==> src/rtl/cache_port_arbiter.sv <==
// Two-requester front end for the cache core port.
// Buffers one request per port, grants round-robin, one transaction at a time.
module cache_port_arbiter #(
  parameter int ADDR_W         = 27,
  parameter int DATA_W         = 32,
  parameter int TIMEOUT_CYCLES = 0,
  parameter int TO_W           = 16
) (
  input  logic              clk,
  input  logic              rstn,
  input  logic              r0_rd_en,
  input  logic              r0_wr_en,
  input  logic [ADDR_W-1:0] r0_rd_addr,
  input  logic [ADDR_W-1:0] r0_wr_addr,
  input  logic [DATA_W-1:0] r0_wr_data,
  output logic              r0_rd_fin,
  output logic              r0_wr_fin,
  output logic [DATA_W-1:0] r0_rd_data,
  input  logic              r1_rd_en,
  input  logic              r1_wr_en,
  input  logic [ADDR_W-1:0] r1_rd_addr,
  input  logic [ADDR_W-1:0] r1_wr_addr,
  input  logic [DATA_W-1:0] r1_wr_data,
  output logic              r1_rd_fin,
  output logic              r1_wr_fin,
  output logic [DATA_W-1:0] r1_rd_data,
  output logic              core2cache_rd_en,
  output logic              core2cache_wr_en,
  output logic [ADDR_W-1:0] core2cache_rd_addr,
  output logic [ADDR_W-1:0] core2cache_wr_addr,
  output logic [DATA_W-1:0] core2cache_wr_data,
  input  logic              cache2core_rd_fin,
  input  logic              cache2core_wr_fin,
  input  logic [DATA_W-1:0] cache2core_rd_data,
  output logic              busy,
  output logic              grant_id,
  output logic [1:0]        err_overrun,
  output logic              err_timeout
);

  localparam logic [1:0] S_IDLE  = 2'd0;
  localparam logic [1:0] S_ISSUE = 2'd1;
  localparam logic [1:0] S_WAIT  = 2'd2;

  localparam bit TO_EN = TIMEOUT_CYCLES > 0;
  localparam int TO_LIM = TO_EN ? TIMEOUT_CYCLES - 1 : 0;
  localparam logic [TO_W-1:0] TO_LIM_V = TO_W'(TO_LIM);

  logic [1:0]              state;
  logic                    last_grant;
  logic [TO_W-1:0]         to_cnt;

  logic [1:0]              req_rd;
  logic [1:0]              req_wr;
  logic [1:0]              req_any;
  logic [1:0][ADDR_W-1:0]  req_addr;
  logic [1:0][DATA_W-1:0]  req_data;

  logic [1:0]              slot_vld;
  logic [1:0]              slot_wr;
  logic [1:0][ADDR_W-1:0]  slot_addr;
  logic [1:0][DATA_W-1:0]  slot_data;

  logic                    sel;
  logic                    fin_hit;
  logic                    to_hit;
  logic                    done;

  assign req_rd      = {r1_rd_en, r0_rd_en};
  assign req_wr      = {r1_wr_en, r0_wr_en};
  assign req_any     = req_rd | req_wr;
  assign req_addr[0] = r0_wr_en ? r0_wr_addr : r0_rd_addr;
  assign req_addr[1] = r1_wr_en ? r1_wr_addr : r1_rd_addr;
  assign req_data[0] = r0_wr_data;
  assign req_data[1] = r1_wr_data;

  // Tie goes to the port that did not win last time.
  assign sel = (slot_vld[0] & slot_vld[1]) ? ~last_grant : slot_vld[1];

  assign fin_hit = slot_wr[grant_id] ? cache2core_wr_fin
                                     : cache2core_rd_fin;
  assign to_hit  = TO_EN && (to_cnt == TO_LIM_V);
  assign done    = (state == S_WAIT) && (fin_hit || to_hit);

  always_ff @(posedge clk) begin
    if (!rstn) begin
      state              <= S_IDLE;
      last_grant         <= 1'b1;
      to_cnt             <= '0;
      slot_vld           <= '0;
      slot_wr            <= '0;
      slot_addr          <= '0;
      slot_data          <= '0;
      r0_rd_fin          <= 1'b0;
      r0_wr_fin          <= 1'b0;
      r0_rd_data         <= '0;
      r1_rd_fin          <= 1'b0;
      r1_wr_fin          <= 1'b0;
      r1_rd_data         <= '0;
      core2cache_rd_en   <= 1'b0;
      core2cache_wr_en   <= 1'b0;
      core2cache_rd_addr <= '0;
      core2cache_wr_addr <= '0;
      core2cache_wr_data <= '0;
      busy               <= 1'b0;
      grant_id           <= 1'b0;
      err_overrun        <= '0;
      err_timeout        <= 1'b0;
    end else begin
      r0_rd_fin <= 1'b0;
      r0_wr_fin <= 1'b0;
      r1_rd_fin <= 1'b0;
      r1_wr_fin <= 1'b0;

      for (int p = 0; p < 2; p++) begin
        if (done && (grant_id == 1'(p)))
          slot_vld[p] <= 1'b0;
        if (req_any[p]) begin
          if (slot_vld[p]) begin
            err_overrun[p] <= 1'b1;
          end else begin
            slot_vld[p]  <= 1'b1;
            slot_wr[p]   <= req_wr[p];
            slot_addr[p] <= req_addr[p];
            if (req_wr[p])
              slot_data[p] <= req_data[p];
            if (req_wr[p] && req_rd[p])
              err_overrun[p] <= 1'b1;
          end
        end
      end

      // Timed-out reads return zero data.
      if (done) begin
        if (!fin_hit)
          err_timeout <= 1'b1;
        if (grant_id) begin
          if (slot_wr[1]) begin
            r1_wr_fin <= 1'b1;
          end else begin
            r1_rd_fin  <= 1'b1;
            r1_rd_data <= fin_hit ? cache2core_rd_data : '0;
          end
        end else begin
          if (slot_wr[0]) begin
            r0_wr_fin <= 1'b1;
          end else begin
            r0_rd_fin  <= 1'b1;
            r0_rd_data <= fin_hit ? cache2core_rd_data : '0;
          end
        end
      end

      unique case (state)
        S_IDLE: begin
          if (|slot_vld) begin
            grant_id   <= sel;
            last_grant <= sel;
            busy       <= 1'b1;
            state      <= S_ISSUE;
            if (slot_wr[sel]) begin
              core2cache_wr_en   <= 1'b1;
              core2cache_wr_addr <= slot_addr[sel];
              core2cache_wr_data <= slot_data[sel];
            end else begin
              core2cache_rd_en   <= 1'b1;
              core2cache_rd_addr <= slot_addr[sel];
            end
          end
        end
        S_ISSUE: begin
          core2cache_rd_en <= 1'b0;
          core2cache_wr_en <= 1'b0;
          to_cnt           <= '0;
          state            <= S_WAIT;
        end
        S_WAIT: begin
          if (done) begin
            to_cnt <= '0;
            busy   <= 1'b0;
            state  <= S_IDLE;
          end else begin
            to_cnt <= to_cnt + 1'b1;
          end
        end
        default: begin
          state <= S_IDLE;
          busy  <= 1'b0;
        end
      endcase
    end
  end

endmodule
==> config.mk <==
export PLATFORM = sky130hd
export DESIGN_NAME = cache_port_arbiter
export DESIGN_NICKNAME = d
export VERILOG_FILES = /design/src/rtl/cache_port_arbiter.sv
export SDC_FILE = /design/constraint.sdc
export NUM_CORES = 1
export LEC_CHECK = 0
export BUFFER_PORTS_ARGS = -buffer_cell sky130_fd_sc_hd__buf_2
export CORE_MARGIN = 8
export CORE_UTILIZATION = 25
export CTS_BUF_LIST = sky130_fd_sc_hd__clkbuf_8 sky130_fd_sc_hd__clkbuf_16
export CTS_CLUSTER_SIZE = 28
export DETAILED_ROUTE_END_ITERATION = 10
export SETUP_SLACK_MARGIN = 0.2
export SYNTH_ARGS = -nofsm -noshare
export SYNTH_HDL_FRONTEND = slang
export SYNTH_SLANG_ARGS = --single-unit
==> constraint.sdc <==
create_clock -name clk -period 1.7 [get_ports clk]
set_clock_uncertainty 0.1 [all_clocks]
set_input_delay 0.34 -clock clk [delete_from_list [all_inputs] [get_ports clk]]
set_output_delay 0.34 -clock clk [all_outputs]
set_load 0.01 [all_outputs]
**Yosys cells after proc, flatten, opt, wreduce, memory -nomap -nowiden**

Cells that the tools add are included.

- Register bits after elaboration: 286
- Input bits: 212

- $lt $le $gt $ge: 2
- Equality and inequality tests: 6
- Mux-type cells: 39
- Bitwise operators: 13
- Reduce and logical (&&, ||, !) cells: 28

Operators by type and width:

| kind | number |
|---|---|
| $mux 27 | 4 |
| $mux 32 | 3 |
| $reduce_and 3->1 | 10 |
| $mux 1 | 26 |
| $reduce_and 2->1 | 7 |
| $not 1->1 | 11 |
| $ne 2x2->1 const B | 4 |
| $pmux 2 s3 | 1 |
| $reduce_bool 2->1 | 3 |
| $logic_and 1x1->1 | 5 |
| $lt 1x2->1 const B | 2 |
| $mux 2 | 2 |
| $pmux 1 s2 | 2 |
| $pmux 1 s3 | 1 |
| $reduce_or 3->1 | 1 |
| $eq 2x1->1 const B | 1 |
| $eq 2x2->1 const B | 1 |
| $logic_not 2->1 | 1 |
| $or 2x2->2 | 1 |
| $reduce_or 2->1 | 1 |
| $and 1x1->1 | 1 |

**Depth between registers and ports, before layout**

Gate-level depths: netlist of run 1.

- Word-level depth: 8
- Mapped depth: 7

**Worst setup path after synthesis of run 1**

OpenSTA, ideal clock, no wires.

- Kind: reg-to-reg
- Start point: reg grant_id
- End point: reg r1_rd_data[31]
- Arrival: 1.418 ns
- Required time: 1.468 ns
- Path slack: 0.050 ns
- Cell stages (with the launch flop): 8
- Path buffers: 3
- Period minus slack after synthesis: 1.650 ns
- Cell sequence: dfxtp_1 clkbuf_1 nand3b_1 or2_2 clkbuf_1 buf_2 nand2_1 a21oi_1

- Longest elaborated chain between the ends: 5

Ends and longest elaborated chain:

| what | line | RTL |
|---|---|---|
| from (decl) | 36 | `output logic grant_id,` |
| from (signal assigned) | 157 | `grant_id <= sel;` |
| $mux 1 (not written as such) (2 in a row) | 80 | `assign fin_hit = slot_wr[grant_id] ? cache2core_wr_fin` |
| $mux 1 | 80 |  |
| $logic_and 1x1->1 | 83 | `assign done = (state == S_WAIT) && (fin_hit \|\| to_hit);` |
| $reduce_and 3->1 (no line) | - |  |
| to (signal assigned) | 142 | `r1_rd_data <= fin_hit ? cache2core_rd_data : '0;` |
| to (decl) | 26 | `output logic [DATA_W-1:0] r1_rd_data,` |

Several ways; a longest one is shown, not always the timed one. The select of a mux whose other input is x is not followed.
A chain may end at the register's enable or synchronous reset.

**Final worst setup path of run 1**

- Start point: reg state[1]
- End point: reg core2cache_wr_addr[4]

- Longest elaborated chain between the ends: 2

Ends and longest elaborated chain:

| what | line | RTL |
|---|---|---|
| from (decl) | 49 | `logic [1:0] state;` |
| from (signal assigned) | 87 | `state <= S_IDLE;` |
| from (signal assigned) | 160 | `state <= S_ISSUE;` |
| from (signal assigned) | 175 | `state <= S_WAIT;` |
| $logic_not 2->1 | 154 | `unique case (state)` |
| $reduce_and 3->1 (no line) | - |  |
| to (signal assigned) | 163 | `core2cache_wr_addr <= slot_addr[sel];` |
| to (decl) | 30 | `output logic [ADDR_W-1:0] core2cache_wr_addr,` |

No other way between the ends.

==> results of run 1 <==
how the worst max path moves through the flow:
stage	slack, ns	cells past startpoint	start	endpoint
4_1_cts	-0.004	7	slot_vld[0]	core2cache_wr_data[4]
3_3_place_gp	-0.03	7	slot_vld[0]	core2cache_wr_addr[26]
3_5_place_dp	-0.06	6	slot_vld[0]	core2cache_wr_data[4]
6_report	-0.005	7	state[1]	core2cache_wr_addr[4]
5_1_grt	-0.06	7	state[1]	core2cache_wr_addr[21]
2_1_floorplan	0.17	5	slot_vld[1]	core2cache_rd_addr[0]
cells by family after synthesis:
logic type      Yosys count  share of synthesized area, %
fa+ha+maj                 2                         0.168
mux                      58                          4.88
simple gates            506                          20.8
buf+inv                 136                          4.88
compound gates          374                          21.3
flops                   286                          48.0
layer usage:
metal / wire [um] / share of wire, %
met4: 1750 / 3.3
met1: 21400 / 40
met5: 52 / 0.097
met2: 26400 / 49
met3: 3890 / 7.3
cell usage in the layout (no fill, tap or decap), types with 52 or more instances in the layout:
cell type,n
buf_2,344
dfxtp_1,216
nand2_1,197
nor3b_1,111
dlygate4sd3_1,96
a21oi_1,83
nor2_1,71
dfxtp_2,63
o211a_1,59
mux2i_1,57
o21ai_0,55
clkbuf_16,55
a21oi_2,52
final cells by class:
class | count | area [um^2]
flip-flops and latches | 286 | 5830
fillers | 4540 | 28100
multi-input cells | 943 | 6580
repair buffers | 595 | 5110
inverters | 2 | 12.5
clock buffers | 40 | 945
diodes | 1 | 2.50
clock inverters | 17 | 104
well taps | 615 | 769
synth_stat cells (all sizes together):
master	n	area (um^2)
nand3b	1	7.51
a21bo	1	10.0
and2	1	6.26
a2bb2oi	26	228
or2	1	6.26
nand2b	4	25.0
a21oi	135	676
nor3b	119	893
o41ai	1	27.5
and4	1	8.76
a211oi	55	413
o31ai	2	20.0
nand4b	1	8.76
maj3	2	20.0
and3	1	6.26
a31oi	1	6.26
nand2	261	980
a22oi	1	7.51
o21ai	62	310
o311ai	1	8.76
nand4	1	6.26
clkbuf	93	349
a21boi	2	30.0
nor4	1	6.26
nor3	3	20.0
mux2i	57	571
buf	41	225
nand3	3	15.0
dfxtp	286	5730
inv	2	7.51
mux2	1	11.3
or3	28	175
o2bb2a	1	10.0
nor2	76	288
nor2b	4	25.0
o211ai	27	203
o211a	59	591
state kept, by name, indices dropped and copies added (netlist names), 27 cells and up:
name	count
core2cache_wr_addr	27
r0_rd_data	32
r1_rd_data	32
slot_addr	54
slot_data	64
core2cache_wr_data	32
core2cache_rd_addr	27
power breakdown:
part           total, W  leakage, nW  switching, W  internal (W)
Combinational   0.00453         5.93       0.00225       0.00228
Sequential      0.00768         2.37      0.000397       0.00728
Clock           0.00705        0.555       0.00296       0.00409
critical path, stage by stage, from the launching register on:
cell	delay [ns]
dfxtp_4	0.36
buf_6	0.13
nor3_4	0.23
a21boi_4	0.24
buf_12	0.20
buf_12	0.12
buf_16	0.13
o211a_1	0.13
what timing repair did:
item / CTS / global route
hold endpoints to repair: 128 / 0
setup endpoints to repair: 221 / 247
gates resized for setup: 141 / 237
cloned: 13 / 27
hold buffers: 96 / 0
pin swaps: 49 / 83
buffers inserted: 20 / 12
stage by stage:
stage	total power [W]	setup slack (ns)	std cells	cell area, um^2	utilization [%]
after floorplan	0.00947	0.170	1362	12000	-
after global placement	0.0109	-0.0277	2273	14800	31.3
after detailed placement	0.0109	-0.0617	2273	14800	31.3
after CTS	0.0188	-0.00401	2459	17800	37.6
after global routing	0.0201	-0.0598	2499	19300	40.8
final	0.0193	-0.00505	2499	19300	40.8
==> run summary, run 1 <==
num ports = 373
clock buffer depth = 3
drt pass-1 iters = 5
Post-Syn Instances = 1,362
max_slew headroom = 69.9%
met2 Usage GRT = 29.3%
width of the die = 234 um
core area = 47,400 um^2
synthesis-to-layout area growth = 62.2%
Req. time, crit path = 2.07 ns
vias = 12.5k
grt ovf = 0
port buffer count = 372
largest net degree at the start of global routing = 65
worst-case hold slack = 0.0440 ns
Clk Latency, worst-skew pair = 0.53 ns
Yosys warning count = 0
CTS tree = yes
Sink Count = 286
Syn Nets = 1,574
Setup-failing EPs final = 3
LEAKAGE = 8.86 nW
drt drc = 0
die height = 234 um
final hold vios = 0
period utilization = 100%
Power per Cell Area = 995 nW/um^2
Worst Hold End = r1_wr_fin
wirelength, routed = 53,500 um
Mapped Area = 11,900 um^2
DR WL/cell = 21.4 um
initial antenna violation count = 5
Nets = 2,074
max cap viols = 0
Reg2Reg Depth = 7
Crit Path Max Fanout = 8
flop2flop setup slack = -0.005 ns
measured slew at the worst slew-check pin = 0.440 ns
gr busiest metal = met2
min setup slack post-route = -0.00505 ns
Clk pin slew, worst setup/hold paths = 0.06 ns
R2R Path End = core2cache_wr_addr[4]
crit path time final = 1.71 ns
global-route wire length before repair = 72,200 um
crit path DAT = 2.07 ns
status = finished with violations
CTS buffer count = 34
global-route met1 utilization = 20.3%
Max H-tree Level = 2
Syn Area/Cell = 8.76 um^2
Via density = 5.00
achievable frequency = 0.586 GHz
row count = 80
Slew Viols, Final = 0
Max VDD drop = 915 uV
GRT Total Usage = 16.8%
Hold Startpoint = cache2core_wr_fin
DIE AREA = 55,000 um^2
vias in the first global route = 12.3k
Worst Setup End Kind = register
worst hold path type = in -> reg
setup_tns = -0.00766 ns
CP startpoint kind = register
RSZ-0062 raised after global routing = yes
layout cell share with drive strength beyond 1 = 42.5%
Post-DRT Antenna Nets = 0
failing checks = negative setup slack
met3 Usage GRT = 3.78%
initial DRC count = 927
HPWL after DPL = 29,900 um
gpl congestion = 0.808
Clock Tree Root = clkbuf_16
Starting Density = 25.1%
Netlist cell types = 44
reg2reg start = state[1]
WHS Path Cells = 3
Yosys reg bits = 286
CP Class = reg -> reg
register area share after synthesis = 48.0%
(Power assumes the default switching activity.)
==> run 2: changes to the inputs <==
==> constraint.sdc (replaced) <==
create_clock -name clk -period 1.5 [get_ports clk]
set_clock_uncertainty 0.1 [all_clocks]
set_input_delay 0.3 -clock clk [delete_from_list [all_inputs] [get_ports clk]]
set_output_delay 0.3 -clock clk [all_outputs]
set_load 0.01 [all_outputs]
==> run 2 against run 1 <==
The flow still finishes with violations (negative setup slack); global-route usage grew 3.2 points; routed wire length rose by 21%; first-iteration DRC count down 2.7%; highest routed layer unchanged; non-clock buffer count up 144; combinational power grew 56%; sequential cell count is the same; core utilization up 9.6 points; setup slack worse by 0.23 ns.
==> run summary, run 2 (synthesis results as in run 1) <==
largest net degree at the start of global routing = 54 (-17%)
reg2reg start = slot_vld[0]
fin util = 50.4% (+9.6 points)
crit path DAT = 2.07 ns (about the same)
vias in the first global route = 14.0k (+14%)
initial antenna violation count = 2 (-3)
placed cells = 2,287 (+0.62%)
Reg2Reg Depth = 6 (-1)
Slew Viols, Final = 0 (unchanged)
max cap viols = 0 (unchanged)
period utilization = 116% (+16 points)
Req. time, crit path = 1.83 ns (-0.24 ns)
Starting Density = 25.1% (unchanged)
Max VDD drop = 638 uV (-30%)
GRT Total Usage = 20.0% (+3.2 points)
Worst Setup End Kind = register
Worst Hold End = slot_addr[44]
Top Registers = slot_data: 64 flops, slot_addr: 54 flops
Nets = 2,218 (+6.9%)
clock buffer depth = 3 (unchanged)
Sink Count = 286 (unchanged)
DR WL/cell = 24.3 um (+14%)
drt pass-1 iters = 5 (unchanged)
HPWL after DPL = 30,800 um (+2.9%)
worst hold path type = in -> reg
wirelength, routed = 64,500 um (+21%)
Clk pin slew, worst setup/hold paths = 0.07 ns (about the same)
Hold Startpoint = r1_wr_addr[17]
port buffer count = 372 (unchanged)
layout cell share with drive strength beyond 1 = 63.9% (+21 points)
total power = 0.0251 W (+30%)
Clock Tree Root = clkbuf_16
Power per Cell Area = 1050 nW/um^2 (+5.4%)
vias = 14.1k (+13%)
Via density = 5.32 (+6.3%)
measured slew at the worst slew-check pin = 0.414 ns (-0.0261 ns)
DIE AREA = 55,000 um^2 (unchanged)
achievable frequency = 0.575 GHz (-1.9%)
width of the die = 234 um (unchanged)
CTS buffer count = 34 (unchanged)
CP startpoint kind = register
drt drc = 0 (unchanged)
CP Class = reg -> reg
CTS tree = yes
most common cell after layout, fill and taps aside = buf_6
row count = 80 (unchanged)
gpl congestion = 0.791 (-2.2%)
min setup slack post-route = -0.238 ns (-0.233 ns)
flop2flop setup slack = -0.24 ns (-0.23 ns)
global-route wire length before repair = 84,000 um (+16%)
status = finished with violations
Max H-tree Level = 2 (unchanged)
WHS Path Cells = 3 (unchanged)
commonest non-fill, non-tap cells in the layout = 214 x buf_6, 211 x buf_2, 151 x dfxtp_2
synthesis-to-layout area growth = 101%
R2R Path End = core2cache_wr_data[0]
Crit Path Max Fanout = 28 (+20)
failing checks = negative setup slack
Clk Latency, worst-skew pair = 0.54 ns (about the same)
die height = 234 um (unchanged)
grt ovf = 0 (unchanged)
fillers = 3,907 (-14%)
max_slew headroom = 72.4% (+2.6 points)
Place WS = -0.189 ns (-0.127 ns)
initial DRC count = 902 (-2.7%)
num ports = 373 (unchanged)
Final Non-Filler Cells = 2,652 (+6.1%)
Largest Register = slot_data
LEAKAGE = 10.7 nW (+21%)
Setup-failing EPs final = 257 (+254)
final hold vios = 0 (unchanged)
crit path time final = 1.74 ns (+0.0332 ns)
RSZ-0062 raised after global routing = yes
core area = 47,400 um^2 (unchanged)
max reg flops = 64 (unchanged)
Post-DRT Antenna Nets = 0 (unchanged)
run 2: cell count changes in the layout (fill, tap and decap cells not counted), sizes merged:
cell / delta
buf: +135
bufinv: +4
clkinv: +3
diode: +5
dlygate4sd3: +12
inv: -6
run 2: area by class of cell:
class | instances | area, um^2 | share of cell area, %
flip-flops and latches | 286 | 5970 | 25.0
diodes | 6 | 15.0 | 0.0628
repair buffers | 739 | 7970 | 33.3
clock inverters | 18 | 219 | 0.916
multi-input cells | 943 | 7950 | 33.3
inverters | 2 | 12.5 | 0.0523
well taps | 615 | 769 | 3.22
clock buffers | 43 | 1010 | 4.22
run 2: metal layers:
metal / wire length, um / GRT usage, % / up-vias
met4: 3630 / 10.7 / 2
met3: 5500 / 4.64 / 263
met5: 20 / 0 / -
li1: - / - / 6135
met1: 24400 / 23.1 / 6884
met2: 31000 / 34.1 / 817
run 2: where the power goes:
group	leakage, nW	internal (W)	total (W)	switching [W]
combinational	7.69	0.00385	0.00708	0.00323
sequential	2.42	0.00830	0.00895	0.000645
clock	0.624	0.00562	0.00906	0.00345
total	10.7	0.0178	0.0251	0.00732
run 2: worst max path at each step:
stage	from	to	cells past startpoint
after floorplan	slot_vld[1]	core2cache_rd_addr[0]	5
after global placement	slot_vld[1]	core2cache_wr_addr[26]	5
after detailed placement	slot_vld[0]	core2cache_wr_data[9]	5
after CTS	slot_vld[1]	core2cache_wr_addr[5]	8
after global routing	slot_vld[1]	core2cache_wr_data[0]	6
final	slot_vld[0]	core2cache_wr_data[0]	6
run 2: worst max-delay path, cell delays in order, from the launching register on:
cell and delay (ns):
dfxtp_4 0.37, a21bo_4 0.24, buf_4 0.15, buf_12 0.16, nor3b_1 0.30, o21ai_1 0.15, o211a_1 0.16
run 2: repair_timing:
action,4_1_cts,5_1_grt
buffers inserted,100,25
endpoints found under the setup margin,428,442
hold endpoints to repair,139,0
gates cloned,45,20
pin swaps,175,199
resized for setup,627,442
hold buffers,108,0
run 2: stage by stage:
step / setup TNS, ns / area, um^2 / hold WS (ns)
after floorplan: -0.880 / 12100 / 0.336
after global routing: -35.48 / 23900 / 0.0242
after detailed placement: -12.69 / 15100 / 0.344
final: -22.00 / 23900 / 0.0324
after global placement: -10.36 / 15100 / 0.335
after CTS: -15.89 / 21600 / 0.000711
==> run 3: changes to the inputs <==
--- a/config.mk
+++ b/config.mk
@@ -11,7 +11,9 @@
 export CTS_BUF_LIST = sky130_fd_sc_hd__clkbuf_8 sky130_fd_sc_hd__clkbuf_16
 export CTS_CLUSTER_SIZE = 28
 export DETAILED_ROUTE_END_ITERATION = 10
+export PLACE_DENSITY = 0.57
 export SETUP_SLACK_MARGIN = 0.2
 export SYNTH_ARGS = -nofsm -noshare
 export SYNTH_HDL_FRONTEND = slang
 export SYNTH_SLANG_ARGS = --single-unit
+export TNS_END_PERCENT = 100
==> run 3 against run 2 <==
The flow still finishes with violations (negative setup slack); design area down 7.5%; sequential power down 1%; core utilization down 3.8 points; largest power group is now registers; global-route usage down 1.4 points.
==> run summary, run 3 (synthesis results as in run 1) <==
measured slew at the worst slew-check pin = 0.371 ns (-0.0421 ns)
Place WS = -0.176 ns (+0.0132 ns)
max reg flops = 64 (unchanged)
crit path DAT = 2.09 ns (+0.02 ns)
Starting Density = 25.1% (unchanged)
DR WL/cell = 21.7 um (-11%)
width of the die = 234 um (unchanged)
Largest Register = slot_data
synthesis-to-layout area growth = 85.5%
CP Class = reg -> reg
Final Non-Filler Cells = 2,665 (+0.49%)
most common cell after layout, fill and taps aside = buf_2
GRT Total Usage = 18.6% (-1.4 points)
initial DRC count = 802 (-11%)
core area = 47,400 um^2 (unchanged)
Sink Count = 286 (unchanged)
Slew Viols, Final = 0 (unchanged)
gpl congestion = 0.805 (+1.8%)
register area = 5970 um^2 (about the same)
Multi-input gate area = 6770 um^2 (-15%)
CTS tree = yes
LEAKAGE = 9.78 nW (-8.8%)
num ports = 373 (unchanged)
initial antenna violation count = 5 (+3)
grt ovf = 0 (unchanged)
Power per Cell Area = 1030 nW/um^2 (-2.2%)
RSZ-0062 raised after global routing = yes
Req. time, crit path = 1.88 ns (+0.05 ns)
Hold Startpoint = rstn
fillers = 4,179 (+7.0%)
Post-DRT Antenna Nets = 0 (unchanged)
wirelength, routed = 57,900 um (-10%)
period utilization = 114% (-1.9 points)
HPWL after DPL = 30,500 um (-0.88%)
Max VDD drop = 681 uV (+6.6%)
flop2flop setup slack = -0.21 ns (+0.03 ns)
global-route wire length before repair = 79,900 um (-4.9%)
Via density = 5.04 (-5.3%)
Crit Path Max Fanout = 8 (-71%)
vias in the first global route = 13.7k (-2.3%)
reg2reg start = state[0]
clock buffer depth = 3 (unchanged)
crit path time final = 1.71 ns (-0.0292 ns)
drt drc = 0 (unchanged)
Top Registers = slot_data: 64 flops, slot_addr: 54 flops
DIE AREA = 55,000 um^2 (unchanged)
Reg2Reg Depth = 8 (+2)
Clock Tree Root = clkbuf_16
Max H-tree Level = 1 (-1)
placed cells = 2,291 (+0.17%)
min setup slack post-route = -0.209 ns (+0.0292 ns)
Setup-failing EPs final = 207 (-19%)
Worst Hold End = core2cache_rd_addr[23]
vias = 13.4k (-4.8%)
Clk pin slew, worst setup/hold paths = 0.08 ns (about the same)
largest net degree at the start of global routing = 62 (+15%)
Nets = 2,232 (+0.63%)
CTS buffer count = 31 (-8.8%)
port buffer count = 372 (unchanged)
layout cell share with drive strength beyond 1 = 50.6% (-13 points)
status = finished with violations
CP startpoint kind = register
commonest non-fill, non-tap cells in the layout = 210 x buf_2, 193 x buf_6, 177 x nand2_1
achievable frequency = 0.585 GHz (+1.7%)
DP Area = 15,100 um^2 (+0.12%)
max cap viols = 0 (unchanged)
row count = 80 (unchanged)
R2R Path End = r1_rd_data[1]
die height = 234 um (unchanged)
Worst Setup End Kind = register
drt pass-1 iters = 5 (unchanged)
worst-case hold slack = 0.0320 ns (-0.000364 ns)
worst hold path type = in -> reg
max_slew headroom = 74.5% (+2.1 points)
setup_tns = -16.72 ns (+5.28 ns)
Clk Latency, worst-skew pair = 0.57 ns (+0.03 ns)
failing checks = negative setup slack
design area = 22,100 um^2 (-7.5%)
WHS Path Cells = 3 (unchanged)
final hold vios = 0 (unchanged)
-- run 3: cell count changes in the layout (fill, tap and decap cells not counted), sizes merged --
cell / before / now
bufbuf: 1 / 0
bufinv: 5 / 3
diode: 6 / 7
clkinvlp: 1 / 0
buf: 613 / 576
dlygate4sd3: 108 / 170
inv: 7 / 11
clkbuf: 60 / 51
clkinv: 7 / 3
-- run 3: critical path, stage by stage (launching register included) --
cell      delay (ns)
dfxtp_4         0.36
buf_4           0.15
nand2b_4        0.17
nor2_4          0.18
buf_6           0.12
buf_12          0.09
buf_16          0.16
nand2_2         0.05
a21oi_1         0.23
-- run 3: layout make-up --
cell class                 count  share of cell area, %
inverter                       2                 0.0565
multi-input combinational    943                   30.6
tap                          615                   3.48
clock inverter                15                  0.628
clock buffer                  41                   4.13
timing repair buffer         756                   34.1
antenna                        7                 0.0792
sequential                   286                   27.0
-- run 3: where the power goes --
group	leakage, nW	internal (W)	switching [W]
clock network	0.556	0.00472	0.00324
logic	6.80	0.00320	0.00267
registers	2.42	0.00830	0.000569
-- run 3: metrics by stage --
stage               utilization, %  power [W]
finish                        46.6     0.0227
global route                  46.6     0.0236
CTS                           42.8     0.0221
detailed placement            31.8     0.0126
global placement              31.8     0.0125
floorplan                        -     0.0108
-- run 3: how the worst max path moves through the flow --
stage	slack, ns	cells past startpoint	start	endpoint
floorplan	-0.03	5	slot_vld[1]	core2cache_rd_addr[0]
global placement	-0.13	5	slot_vld[0]	core2cache_wr_addr[26]
detailed placement	-0.18	5	slot_vld[0]	core2cache_wr_addr[6]
CTS	-0.13	7	slot_vld[1]	core2cache_wr_data[19]
global route	-0.24	8	slot_wr[1]	r1_rd_data[1]
finish	-0.21	8	state[0]	r1_rd_data[1]
-- run 3: timing repair --
item	in CTS	in global routing
cloned	24	10
endpoints found under the setup margin	437	441
gates resized for setup	382	325
setup buffers	62	45
endpoints found under the hold margin	173	0
hold buffers	170	0
pin swaps	77	138
-- run 3: per-layer routing --
metal | up-vias | global-route usage, % | share of wire [%]
met5 | - | 0 | 0.022
met4 | 2 | 9.20 | 5.0
met3 | 190 | 3.75 | 7.3
met2 | 657 | 32.1 | 49
met1 | 6444 | 21.9 | 39
li1 | 6129 | - | -
